`src/rtl/lc3b_dcache.sv`:
```
// Direct-mapped, write-back, write-allocate data cache between the CPU mem_* port and 128-bit pmem_* lines.
// Optional hit/miss statistics counters are built only when LC3B_DCACHE_STATS_EN is defined.
module lc3b_dcache #(
  parameter int NUM_SETS = 8
) (
  input  logic         clk,
  input  logic         rst_n,
  input  logic [15:0]  mem_address,
  input  logic [15:0]  mem_wdata,
  input  logic         mem_read,
  input  logic         mem_write,
  input  logic [1:0]   mem_byte_enable,
  output logic [15:0]  mem_rdata,
  output logic         mem_resp,
  output logic [15:0]  pmem_address,
  output logic [127:0] pmem_wdata,
  input  logic [127:0] pmem_rdata,
  output logic         pmem_read,
  output logic         pmem_write,
  input  logic         pmem_resp,
  output logic [15:0]  hit_count,
  output logic [15:0]  miss_count
);

  localparam int IDX_W = $clog2(NUM_SETS);
  localparam int TAG_W = 12 - IDX_W;

  localparam logic [1:0] S_IDLE  = 2'd0;
  localparam logic [1:0] S_WB    = 2'd1;
  localparam logic [1:0] S_ALLOC = 2'd2;

  logic [1:0]          state;
  logic [1:0]          next_state;
  logic [NUM_SETS-1:0] valid;
  logic [NUM_SETS-1:0] dirty;
  logic [TAG_W-1:0]    tags  [NUM_SETS];
  logic [127:0]        lines [NUM_SETS];

  logic [IDX_W-1:0] idx;
  logic [TAG_W-1:0] tag;
  logic [2:0]       word;
  logic [6:0]       lo_off;
  logic [6:0]       hi_off;
  logic             req;
  logic             hit;
  logic             idle_hit;
  logic             write_hit;
  logic             miss_detect;
  logic             fill;
  logic             wb_done;
  logic             unused_addr_bit;

  assign idx     = mem_address[IDX_W+3:4];
  assign tag     = mem_address[15:IDX_W+4];
  assign word    = mem_address[3:1];
  assign lo_off  = {word, 4'b0000};
  assign hi_off  = {word, 4'b1000};
  assign req     = mem_read | mem_write;
  assign hit     = valid[idx] && (tags[idx] == tag);

  assign idle_hit    = (state == S_IDLE) && req && hit;
  assign write_hit   = idle_hit && mem_write;
  assign miss_detect = (state == S_IDLE) && req && !hit;
  assign fill        = (state == S_ALLOC) && pmem_resp;
  assign wb_done     = (state == S_WB) && pmem_resp;

  assign unused_addr_bit = mem_address[0];

  // Next-state and port drive; outputs follow state so an async reset drops them at once
  always_comb begin
    next_state   = state;
    mem_resp     = 1'b0;
    mem_rdata    = 16'h0000;
    pmem_read    = 1'b0;
    pmem_write   = 1'b0;
    pmem_address = 16'h0000;
    pmem_wdata   = 128'h0;
    case (state)
      S_IDLE: begin
        if (idle_hit) begin
          mem_resp = 1'b1;
          if (!mem_write) begin
            mem_rdata = lines[idx][lo_off +: 16];
          end else begin
            mem_rdata = 16'h0000;
          end
        end else if (miss_detect) begin
          next_state = (valid[idx] && dirty[idx]) ? S_WB : S_ALLOC;
        end else begin
          next_state = S_IDLE;
        end
      end
      S_WB: begin
        pmem_write   = 1'b1;
        pmem_address = {tags[idx], idx, 4'b0000};
        pmem_wdata   = lines[idx];
        if (pmem_resp) begin
          next_state = S_ALLOC;
        end else begin
          next_state = S_WB;
        end
      end
      S_ALLOC: begin
        pmem_read    = 1'b1;
        pmem_address = {mem_address[15:4], 4'b0000};
        if (pmem_resp) begin
          next_state = S_IDLE;
        end else begin
          next_state = S_ALLOC;
        end
      end
      default: begin
        next_state = S_IDLE;
      end
    endcase
  end

  // State register
  always_ff @(posedge clk or negedge rst_n) begin
    if (!rst_n) begin
      state <= S_IDLE;
    end else begin
      state <= next_state;
    end
  end

  // Valid/dirty bookkeeping; these are the only per-line bits cleared by reset
  always_ff @(posedge clk or negedge rst_n) begin
    if (!rst_n) begin
      valid <= '0;
      dirty <= '0;
    end else if (fill) begin
      valid[idx] <= 1'b1;
      dirty[idx] <= 1'b0;
    end else if (wb_done) begin
      dirty[idx] <= 1'b0;
    end else if (write_hit) begin
      dirty[idx] <= 1'b1;
    end
  end

  // Tag and data arrays: line fill from memory or byte merge of a CPU write hit
  always_ff @(posedge clk) begin
    if (fill) begin
      lines[idx] <= pmem_rdata;
      tags[idx]  <= tag;
    end else if (write_hit) begin
      if (mem_byte_enable[0]) begin
        lines[idx][lo_off +: 8] <= mem_wdata[7:0];
      end
      if (mem_byte_enable[1]) begin
        lines[idx][hi_off +: 8] <= mem_wdata[15:8];
      end
    end
  end

`ifdef LC3B_DCACHE_STATS_EN
  logic [15:0] hits;
  logic [15:0] misses;
  logic        after_fill;

  // Saturating counters; the hit that completes a refill is not a true hit
  always_ff @(posedge clk or negedge rst_n) begin
    if (!rst_n) begin
      hits       <= 16'h0000;
      misses     <= 16'h0000;
      after_fill <= 1'b0;
    end else begin
      if (fill) begin
        after_fill <= 1'b1;
      end else if (idle_hit) begin
        after_fill <= 1'b0;
      end
      if (idle_hit && !after_fill && (hits != 16'hFFFF)) begin
        hits <= hits + 16'h0001;
      end
      if (miss_detect && (misses != 16'hFFFF)) begin
        misses <= misses + 16'h0001;
      end
    end
  end

  assign hit_count  = hits;
  assign miss_count = misses;
`else
  assign hit_count  = 16'h0000;
  assign miss_count = 16'h0000;
`endif

endmodule

```
`config.mk`:
```
export PLATFORM = sky130hd
export DESIGN_NAME = lc3b_dcache
export DESIGN_NICKNAME = d
export VERILOG_FILES = /design/src/rtl/lc3b_dcache.sv
export SDC_FILE = /design/constraint.sdc
export NUM_CORES = 1
export LEC_CHECK = 0
export CAP_MARGIN = 10
export CORE_MARGIN = 4
export CORE_UTILIZATION = 25
export CTS_BUF_LIST = sky130_fd_sc_hd__clkbuf_2
export DETAILED_ROUTE_END_ITERATION = 10
export PLACE_DENSITY = 0.45
export SLEW_MARGIN = 20
export SYNTH_ARGS = -nofsm -noshare
export SYNTH_HDL_FRONTEND = slang
export SYNTH_SLANG_ARGS = --single-unit
```
`constraint.sdc`:
```
create_clock -name clk -period 5.2 [get_ports clk]
set_input_delay 1.04 -clock clk [delete_from_list [all_inputs] [get_ports clk]]
set_output_delay 1.04 -clock clk [all_outputs]
set_load 0.02 [all_outputs]
```
# Yosys cells after proc, flatten, opt, wreduce, memory -nomap -nowiden
# Memory sizes are Yosys's and may differ from the RTL's.
# Index checks and enable logic that the tools add are counted.
# word_totals
ff_bits,18
output_inout_bits,195
mem_bits_rw,1096
in_bits,167
mem_count,2
# memory_table
name,words,word_bits,read_ports,rd_clocked_by_memory_dff,wr,line,source
lines,8,128,1,0,1,37,logic [127:0] lines [NUM_SETS];
tags,8,9,1,0,1,36,logic [TAG_W-1:0] tags [NUM_SETS];
# classes
mux,290
bitwise_logic,261
n_addsub,2
n_lt_le_gt_ge,2
n_reduce_logical,12
eq_ne,4
shifts,5
# op_table
operator,count
128-bit two-way mux,3
1-bit two-way mux,271
1-bit bitwise OR,257
"8-bit by 9-bit variable shift with 128-bit output, first input constant",2
8-bit by 9-bit variable part select with 128-bit output,2
128-bit by 8-bit variable part select with 16-bit output,1
16-bit two-way mux,3
16-bit one-hot mux with 2 select lines,1
8-bit two-way mux,3
7-bit negation with 9-bit output,2
8-bit bitwise OR,2
2-bit two-way mux,5
9-bit equality test,1
1-bit logical AND,9
8-bit AND,1
8-bit NOT,1
1-bit binary-select mux with 3-bit select,2
2-bit one-hot mux with 3 select lines,1
"3-bit by 4-bit < comparator with 1-bit output, second input constant",1
1-bit demux with 3-bit select,1
"3-bit by 1-bit greater-or-equal comparator with 1-bit output, second input constant",1
3-bit nonzero test,1
"2-bit by 1-bit equality test with 1-bit output, second input constant",1
"2-bit equality test, second input constant",1
3 further kinds,3

# Longest topological paths before layout
# depth
depth_word,10
mapped_depth,14
mapped_depth_nobuf,8

# Least setup slack after synthesis
# Ideal clock, no wire load.
# synth_timing
path_type,input-to-output
from,input port mem_address[4]
to,output port mem_rdata[14]
setup_slack_ns,0.357
path_stages,11
t_arrival_ns,3.803
path_buffers,4
cell_sequence,buf_6 buf_6 mux4_2 mux2i_1 xor2_1 nand3_2 nor2_4 buf_6 nand4b_4 buf_2 a311oi_1
# synth_between
elab_chain_cells,6
elab_cells_between_ends,11
# synth_rtl
item,line,source
start: declaration,8,"input logic [15:0] mem_address,"
branches (longest 4 deep; another with memory 8 x 128 bit),-,
16-bit two-way mux (*),80,if (idle_hit) begin
16-bit two-way mux (*),78,case (state)
end: declaration,13,"output logic [15:0] mem_rdata,"
# Every way passes the cells marked *. The select of a mux whose other input is x is not followed.

# Final worst setup path
# layout_timing
from,memory tags[7][6] (netlist name)
to,output port mem_rdata[11]
# layout_between
elab_chain_cells,6
# layout_rtl
item,line,source
start: declaration,36,
memory 8 x 9 bit,-,
9-bit equality test,59,assign hit = valid[idx] && (tags[idx] == tag);
1-bit logical AND,59,
1-bit logical AND,61,assign idle_hit = (state == S_IDLE) && req && hit;
16-bit two-way mux,80,
16-bit two-way mux,78,
# No other way between the ends.

==> results.json <==
{
  "critPathCaptureType": "output pin",
  "syn_area_sq_mm": 0.04638,
  "cp_max_fo": 16,
  "die_area_sq_mm": 0.1925,
  "synth_ff_type": "edfxtp_1",
  "grt_pass1_wl_mm": 256.7,
  "final_core_util_pct": 32.35,
  "yosysUniqueCellTypes": 71,
  "gp_congestion": 0.8209,
  "cellLeakagePower_uw": 0.02072,
  "hp-start": "pmem_rdata[6]",
  "path_clk_slew_ns": 0.11,
  "start_util_pct": 25.23,
  "rr_worst_depth": 13,
  "synth_cells": 2924,
  "startpoint": "tags[7][6]",
  "skew_ns": 0.1007,
  "cts_buffers": 305,
  "synth_edf_count": 1096,
  "layout.nets": 4095,
  "hold_violations": 0,
  "yosysWarnings": 0,
  "period_minus_slack_ns": 5.376,
  "drc": 0,
  "pwr-share-seq_pct": 54.8,
  "wire_per_inst_um": 28.32,
  "finalSetupViolCount": 17,
  "ys_seq_area_share_pct": 71.93,
  "die_w_um": 438.7,
  "critPathKind": "flip-flop to output pin",
  "vias_per_cell": 4.854,
  "num_vias": 31980,
  "failed_checks": "setup timing",
  "grt_max_degree": 73,
  "powerDensity_mw_per_mm2": 310.3,
  "cap_violations": 0,
  "cp_data_arrival_time_ns": 4.34,
  "portBuffers": 324,
  "status": "finished, violations left",
  "die_y_um": 438.7,
  "whs_path_depth": 2,
  "io_pins": 362,
  "slew_viol_final": 0,
  "cts_buffer_depth": 4,
  "setup_ws_ns": -0.1755,
  "grt_pass1_vias": 32510,
  "power_frac_comb_pct": 12.1,
  "max_stage_delay_ns": 0.50,
  "cts-root-buf": "clkbuf_2",
  "hold_path.class": "input port to flip-flop",
  "worstPathCellList": "mux4_2, mux2i_4, xnor2_2, or3b_4, nor3_4, buf_12, nand4b_4, buf_12, buf_6, a211oi_4, buf_6",
  "min_period_over_period_pct": 103.4,
  "rsz0062_at_grt": "true",
  "reg2reg_from": "tags[7][6]",
  "gr-usage-all-layers_pct": 18.91,
  "synthArstFlopShare_pct": 1.616,
  "rows": 157,
  "avgSynthCellArea_sq_um": 15.86,
  "vdd_drop_max_mv": 0.2074,
  "cts_tree": "yes",
  "startpoint_type": "flip-flop",
  "internal_power_uw": 13420,
  "grt-ovfl-total": 0,
  "clkPwrFrac_pct": 33.1,
  "relSlewSlack_pct": 24.82,
  "swShare_pct": 27.30,
  "area.growth.synth_to_final_pct": 28.23,
  "slowest_stage": "mux4_2",
  "synth-seq-cells": 1114,
  "drive_gt1_share_pct": 32.74,
  "ff2ff_setup_slack_ns": 1.26,
  "ant_nets": 0,
  "clock_latency_ns": 1.63,
  "pre_cts_ws_ns": -0.2065,
  "antenna_found_initial": 13,
  "fin_tns_setup_ns": -1.869,
  "htreeDepth": 5,
  "core_sq_mm": 0.1839,
  "power_switching_uw": 5037,
  "dp_hpwl_mm": 132.4,
  "finalPower_uw": 18450,
  "clock-sinks": 1114,
  "dr.pass1.iters": 5,
  "fmax_mhz": 186.0,
  "wl_mm": 186.6,
  "crit_required_ns": 4.16,
  "dr.first_iter.drc_count": 2827,
  "tightest_slew_ns": 1.124
}
## synth_stat cells, types with 10 or more instances
library cell	n	area [sq um]
clkbuf_1	133	499.2
and4_1	26	227.7
ha_1	10	125.1
inv_1	19	71.32
a21oi_1	121	605.6
edfxtp_1	1096	32910
nand4_1	29	181.4
a311oi_1	10	87.58
a221oi_1	90	788.3
mux2_2	184	2072
a22oi_1	290	2177
a221o_1	20	200.2
a211oi_1	12	90.09
nor2b_1	10	62.56
buf_1	18	67.56
nor2_1	191	716.9
mux2i_1	62	620.6
o21ai_0	41	205.2
nand2_1	83	311.6
mux4_2	26	585.6
dfrtp_1	18	450.4
buf_6	10	112.6
buf_4	42	315.3
or2_2	11	68.82
nor3_1	12	60.06
and2_1	61	381.6
and3_1	55	344.1
buf_2	50	250.2
a222oi_1	10	100.1
nand3_1	14	70.07
a22o_1	33	289.0
mux2_4	14	210.2
## worst max-delay path: cells and delay by family (launching register included)
kind	cells	cell delay (ns)
mux	2	0.69
flops	1	0.37
xor+xnor	1	0.10
simple gates	3	0.68
buf+inv	4	0.63
compound gates	1	0.21
## per-layer routing
| layer | part of all wire [%] | up-vias | GRT usage (%) | wire length (um) |
|---|---|---|---|---|
| met5 | 0.0070 | - | 0 | 13 |
| met1 | 42 | 16600 | 24.20 | 77620 |
| met3 | 5.6 | 278 | 3.288 | 10390 |
| li1 | - | 13900 | - | - |
| met4 | 4.2 | 2 | 8.420 | 7871 |
| met2 | 49 | 1194 | 31.32 | 90660 |
## final timing paths
| kind | to |
|---|---|
| worst max-delay path | mem_rdata[11] |
| worst max register to register | lines[4][103] |
| min in group asynchronous | valid[6] |
| worst min-delay path | lines[6][6] |
| worst min register to register | valid[5] |
| max in group asynchronous | async pin |
## sequential cells by signal, indices dropped and copies added, names as in the netlist, named ones only
register  flops
lines      1024
tags         72
valid         8
state         2
## layout make-up
type	count	area [sq um]
fill	18620	124400
clock inverter	62	396.6
timing repair buffer	907	8334
multi-input combinational	1569	11980
clock buffer	441	2207
inverter	21	86.33
antenna	10	25.02
sequential	1114	33360
tap	2464	3083
## what timing repair did
action	CTS	global route
setup endpoints to repair	54	18
cloned	1	0
gates resized for setup	114	12
hold buffers	26	0
setup buffers	3	1
pin swaps	1	2
endpoints found under the hold margin	195	0
## cells by family after synthesis
kind of cell    count (synthesis)  synth area share (%)
other cells                     1              0.008085
compound gates                699                 11.06
xor+xnor                        6                0.1133
simple gates                  530                 6.143
mux                           288                 7.570
flops                        1114                 71.93
fa+ha+maj                      10                0.2698
buf+inv                       276                 2.908
## power by group through the flow
stage / Combinational [uW] / Clock, uW / Sequential [uW]
final: 2230 / 6120 / 10100
after global routing: 2320 / 6790 / 10100
after CTS: 2230 / 6320 / 10100
after detailed placement: 2190 / 0 / 10300
after global placement: 2190 / 0 / 10300
after floorplan: 914 / 0 / 10300
## per-stage QoR
stage                     hold WS (ns)  cells  area (sq um)
after global routing            0.1339   6581         59460
after floorplan                 0.4334   2959         46510
after detailed placement        0.4513   6044         56400
final                           0.2574   6588         59470
after CTS                    0.0001239   6577         59390
after global placement          0.4466   6044         56410
## layout by cell type (no fill, tap or decap), types with 26 or more instances in the layout
cell,instances
a22oi_1,289
nand2_1,82
o21ai_0,41
a22o_1,33
edfxtp_1,1096
clkinv_1,48
buf_4,531
mux2i_1,61
mux2_2,184
mux4_2,26
nand4_1,29
clkbuf_2,441
nor2_1,189
a21oi_1,121
dlygate4sd3_1,26
conb_1,36
buf_12,55
and3_1,54
a221oi_1,90
and4_1,26
clkdlybuf4s50_1,277
and2_1,61
Power figures use the tool's default switching activity.
==> edit 1 (same flow settings) <==
The parameter `NUM_SETS` goes from 8 to 4.
--- a/src/rtl/lc3b_dcache.sv
+++ b/src/rtl/lc3b_dcache.sv
@@ -1,7 +1,7 @@
 // Direct-mapped, write-back, write-allocate data cache between the CPU mem_* port and 128-bit pmem_* lines.
 // Optional hit/miss statistics counters are built only when LC3B_DCACHE_STATS_EN is defined.
 module lc3b_dcache #(
-  parameter int NUM_SETS = 8
+  parameter int NUM_SETS = 4
 ) (
   input  logic         clk,
   input  logic         rst_n,
Function: not settled (the Yosys comparison gave no result); the edit may change what the design does.
==> edit 1 against the original RTL <==
  * Die area is 43% lower
  * First-iteration DRC count fell by 53%
  * Sequential cell count shrank 552
  * Worst hold slack improved by 0.18 ns
  * Largest cell class unchanged
  * Maximum frequency increased by 8.1%
  * Register-to-register slack better by 0.17 ns
  * Total power shrank 48%
  * Area after synthesis decreased by 44%
  * Design area is 45% lower
  * Wire length down 50%
  * Sequential power is 49% lower
  * Worst setup slack better by 0.40 ns
==> edit 1: results (changes against the original RTL) <==
| Metric | Value |
|---|---|
| Outcome | `finished, final reports clean (was finished, violations left)` |
| Placement Setup Slack | `0.06728 ns (was -0.2065 ns)` |
| Num Clock Sinks | `562 (was 1114)` |
| Detail Placement HPWL | `67760 um (was 132400 um)` |
| Non-filler instance count after layout | `3472 (was 6588)` |
| H-tree levels | `4 (was 5)` |
| Clock Latency Late Sink | `1.35 ns (was 1.63 ns)` |
| HP Start | `mem_address[12] (was pmem_rdata[6])` |
| Sequential area share after synthesis | `0.6499 (was 0.7193)` |
| Seq pwr | `5.19 mW (was 10.1 mW)` |
| Worst-case clock buffer depth | `3 (was 4)` |
| Post-synthesis adder-cell area fraction | `0.005316 (was 0.002698)` |
| R2r setup slk | `1.43 ns (was 1.26 ns)` |
| Psw | `2.622 mW (was 5.037 mW)` |
| Synth cell count leaders | `552 x edfxtp_1, 170 x mux4_2, 136 x and2_1 (was 1096 x edfxtp_1, 290 x a22oi_1, 191 x nor2_1)` |
| Min Hold Slack | `0.4350 ns (was 0.2574 ns)` |
| Die area | `108800 um2 (was 192500 um2)` |
| Layout area overhead | `26.27% (was 28.23%)` |
| Crit path max-delay family | `compound AO/OA/AOI/OAI gates (was multiplexers)` |
| R2R depth | `8 (was 13)` |
| Post-synthesis mux area share | `0.2064 (was 0.07570)` |
| Maximum vdd drop | `0.0001281 V (was 0.0002074 V)` |
| First-pass GRT wire length | `127300 um (was 256700 um)` |
| PwrDens | `291.9 nW/um2 (was 310.3 nW/um2)` |
| FF-to-FF End | `lines[1][81]$_DFFE_PP_ (was lines[4][103]$_DFFE_PP_)` |
| Ys async rst share | `0.01779 (was 0.01616)` |
| Diode count | `13 (was 10)` |
| Clock-net power | `3.14 mW (was 6.12 mW)` |
| Clock transition at the registers of the reported paths | `0.13 ns (was 0.11 ns)` |
| Clkbuf count | `202 (was 441)` |
| Largest net degree at the start of global routing | `72 (was 73)` |
| Vias in the first global route | `17070 (was 32510)` |
| Crit path DAT | `3.93 ns (was 4.34 ns)` |
| Filler cells | `10120 (was 18620)` |
| Overall global routing resource usage | `0.1685 (was 0.1891)` |
| Fraction of area in multi-input gates | `0.2568 (was 0.2014)` |
| Reg-to-Reg Start | `state[0]$_DFFE_PN0N_ (was tags[7][6]$_DFFE_PP_)` |
| Static Leak | `11.32 nW (was 20.72 nW)` |
| Number of enable flip-flop cells after synthesis | `552 (was 1096)` |
| Max-slew headroom | `0.3435 (was 0.2482)` |
## edit 1: changes by cell type after synthesis, moves of 66 or more
| cell | delta |
|---|---|
| a221oi_1 | -90 |
| a22oi_1 | -282 |
| and2_1 | +75 |
| clkbuf_1 | -66 |
| edfxtp_1 | -544 |
| mux2_1 | +73 |
| mux2_2 | -184 |
| mux4_2 | +144 |
| nor2_1 | -183 |
## edit 1: routing by layer
layer | global-route usage | vias to the layer above | part of all wire
li1 | - | 6913 | -
met4 | 0.05950 | 8 | 0.030
met3 | 0.05599 | 143 | 0.088
met5 | 0 | - | 0.00058
met2 | 0.2864 | 666 | 0.50
met1 | 0.1999 | 8191 | 0.38
## edit 1: timing repair
| item | 4_1_cts | 5_1_grt |
|---|---|---|
| hold endpoints to repair | 10 | 0 |
| setup endpoints to repair | 22 | 18 |
| pin swaps | 1 | 2 |
| hold buffers | 1 | 0 |
| gates resized for setup | 71 | 28 |
| buffers inserted | 2 | 2 |
==> edit 2 (config.mk and constraints unchanged) <==
Without the edit above. Put a register stage on the output `mem_rdata`, with the module's reset. The value now appears one clock later. The other outputs are not delayed to match.
--- a/src/rtl/lc3b_dcache.sv
+++ b/src/rtl/lc3b_dcache.sv
@@ -29,6 +29,8 @@
   localparam logic [1:0] S_WB    = 2'd1;
   localparam logic [1:0] S_ALLOC = 2'd2;
 
+  logic [15:0] mem_rdata_d;
+
   logic [1:0]          state;
   logic [1:0]          next_state;
   logic [NUM_SETS-1:0] valid;
@@ -70,7 +72,7 @@
   always_comb begin
     next_state   = state;
     mem_resp     = 1'b0;
-    mem_rdata    = 16'h0000;
+    mem_rdata_d  = 16'h0000;
     pmem_read    = 1'b0;
     pmem_write   = 1'b0;
     pmem_address = 16'h0000;
@@ -80,9 +82,9 @@
         if (idle_hit) begin
           mem_resp = 1'b1;
           if (!mem_write) begin
-            mem_rdata = lines[idx][lo_off +: 16];
+            mem_rdata_d = lines[idx][lo_off +: 16];
           end else begin
-            mem_rdata = 16'h0000;
+            mem_rdata_d = 16'h0000;
           end
         end else if (miss_detect) begin
           next_state = (valid[idx] && dirty[idx]) ? S_WB : S_ALLOC;
@@ -187,5 +189,13 @@
   assign miss_count = 16'h0000;
 `endif
 
+  always_ff @(posedge clk or negedge rst_n) begin
+    if (!rst_n) begin
+      mem_rdata <= '0;
+    end else begin
+      mem_rdata <= mem_rdata_d;
+    end
+  end
+
 endmodule
 
Function: not settled (the Yosys comparison gave no result); the edit may change what the design does.
==> edit 2 against the original RTL <==
  * Clock skew grew 0.060 ns
  * Register-to-register slack gained 0.15 ns
  * Global-route usage is essentially flat
  * Sequential cell count grew 16
  * Count of clock-buffer cells in the layout grew 4
  * Design area shrank 3.4%
  * Sequential share of layout area grew 2.7 points
  * First-iteration DRC count shrank 1.2%
  * Total power shrank 0.52%
  * Area after synthesis shrank 0.68%
  * Wire length shrank 0.16%
  * Worst setup slack gained 0.24 ns
  * Critical endpoint is now pmem_wdata[57]
==> edit 2: results (changes against the original RTL) <==
| Metric | Value |
|---|---|
| Internal Power | `13.29 mW (was 13.42 mW)` |
| Crit path DAT | `4.10 ns (was 4.34 ns)` |
| Synth Area in Compound Gates | `0.09810 (was 0.1106)` |
| Nets | `3873 (was 4095)` |
| Critical Path End | `pmem_wdata[57] (was mem_rdata[11])` |
| Routed len/inst | `29.27 um (was 28.32 um)` |
| Unique masters post-synth | `58 (was 71)` |
| Clock skew | `0.1610 ns (was 0.1007 ns)` |
| Routed WL | `186200 um (was 186600 um)` |
| R2r setup slk | `1.41 ns (was 1.26 ns)` |
| Detail Placement HPWL | `128000 um (was 132400 um)` |
| Initial antenna violation count | `25 (was 13)` |
| Post-synthesis adder-cell area fraction | `0.002716 (was 0.002698)` |
| Ys async rst share | `0.03009 (was 0.01616)` |
| Cell Count Post-Placement | `5792 (was 6044)` |
| Sequential area share after synthesis | `0.7329 (was 0.7193)` |
| Post-DP Area | `54270 um2 (was 56400 um2)` |
| Avg Inst Size Synth | `16.03 um2 (was 15.86 um2)` |
| Largest net degree at the start of global routing | `62 (was 73)` |
| Vias in the first global route | `30990 (was 32510)` |
| GP Congestion | `0.8391 (was 0.8209)` |
| Biggest registers after layout | `lines: 1024 flops, tags: 72 flops, mem_rdata: 16 flops (was lines: 1024 flops, tags: 72 flops, valid: 8 flops)` |
| Reg-to-Reg Start | `tags[4][4]$_DFFE_PP_ (was tags[7][6]$_DFFE_PP_)` |
| Hold Path End | `lines[2][126]$_DFFE_PP_ (was lines[6][6]$_DFFE_PP_)` |
| Min Hold Slack | `0.2067 ns (was 0.2574 ns)` |
| Via-to-Cell Ratio | `4.874 (was 4.854)` |
| Static Leak | `19.33 nW (was 20.72 nW)` |
| DRC errors left | `0 (unchanged)` |
| First-pass GRT wire length | `252700 um (was 256700 um)` |
| Synth cell count leaders | `1096 x edfxtp_1, 330 x a22oi_1, 265 x nor2_1 (was 1096 x edfxtp_1, 290 x a22oi_1, 191 x nor2_1)` |
| Maximum vdd drop | `0.0002338 V (was 0.0002074 V)` |
| Clock Latency Late Sink | `1.77 ns (was 1.63 ns)` |
| Overall global routing resource usage | `0.1893 (was 0.1891)` |
| Router iterations before antenna repair | `7 (was 5)` |
| Worst slew pin tran | `1.229 ns (was 1.124 ns)` |
| Post-synthesis mux area share | `0.07673 (was 0.07570)` |
| Fraction of layout cells with a size suffix above 1 | `0.2802 (was 0.3274)` |
| Critical path peak fanout | `21 (was 16)` |
| R2R depth | `10 (was 13)` |
| Outcome | `finished, final reports clean (was finished, violations left)` |
| HP Start | `pmem_rdata[126] (was pmem_rdata[6])` |
| FF-to-FF End | `lines[4][96]$_DFFE_PP_ (was lines[4][103]$_DFFE_PP_)` |
| First-iteration detailed-routing DRC count | `2794 (was 2827)` |
| CTS buffer count | `311 (was 305)` |
| Placement Setup Slack | `0.1006 ns (was -0.2065 ns)` |
edit 2: changes by cell type in the layout (fill, tap and decap cells not counted), sizes merged, moves of 23 or more:
| cell | before | now |
|---|---|---|
| a22oi | 290 | 330 |
| nor2 | 192 | 266 |
| dlygate4sd3 | 26 | 53 |
| buf | 599 | 355 |
| a21oi | 121 | 63 |
| mux2 | 200 | 177 |
edit 2: power groups by stage:
stage | registers (mW) | clock network [mW] | logic [mW]
after detailed placement | 10.4 | 0 | 1.97
after global routing | 10.2 | 6.80 | 2.09
after floorplan | 10.4 | 0 | 0.876
final | 10.2 | 6.12 | 2.00
after global placement | 10.4 | 0 | 1.97
after CTS | 10.2 | 6.30 | 2.02
edit 2: cell type report:
cell class                      instances  area, um2
Fill cell                           18430     125600
Sequential cell                      1130      33760
Multi-Input combinational cell       1521      11440
Timing Repair Buffer                  697       6455
Tap cell                             2464       3083
Clock buffer                          445       2227
Clock inverter                         51      297.8
Inverter                               35      143.9
Antenna cell                           21      52.55
edit 2: repair_timing:
item                                   CTS  global route
setup buffers                            1             1
hold buffers                            53             0
pin swaps                                3             6
resized for setup                       21             2
endpoints found under the hold margin  360             0
setup endpoints to repair               82             1
edit 2: per-layer routing:
metal,global-route usage,up-vias,share of wire
li1,-,13270,-
met1,0.2438,16090,0.41
met2,0.3159,1368,0.49
met3,0.03688,291,0.066
met4,0.07005,2,0.035
met5,0,-,0.000070
edit 2: critical path, stage by stage:
cell and delay (ns):
buf_6 0.24, buf_4 0.24, buf_4 0.35, buf_4 0.30
mux2_2 0.36, a221oi_1 0.31, o21ai_0 0.39, and2_1 0.29
clkdlybuf4s50_1 0.53
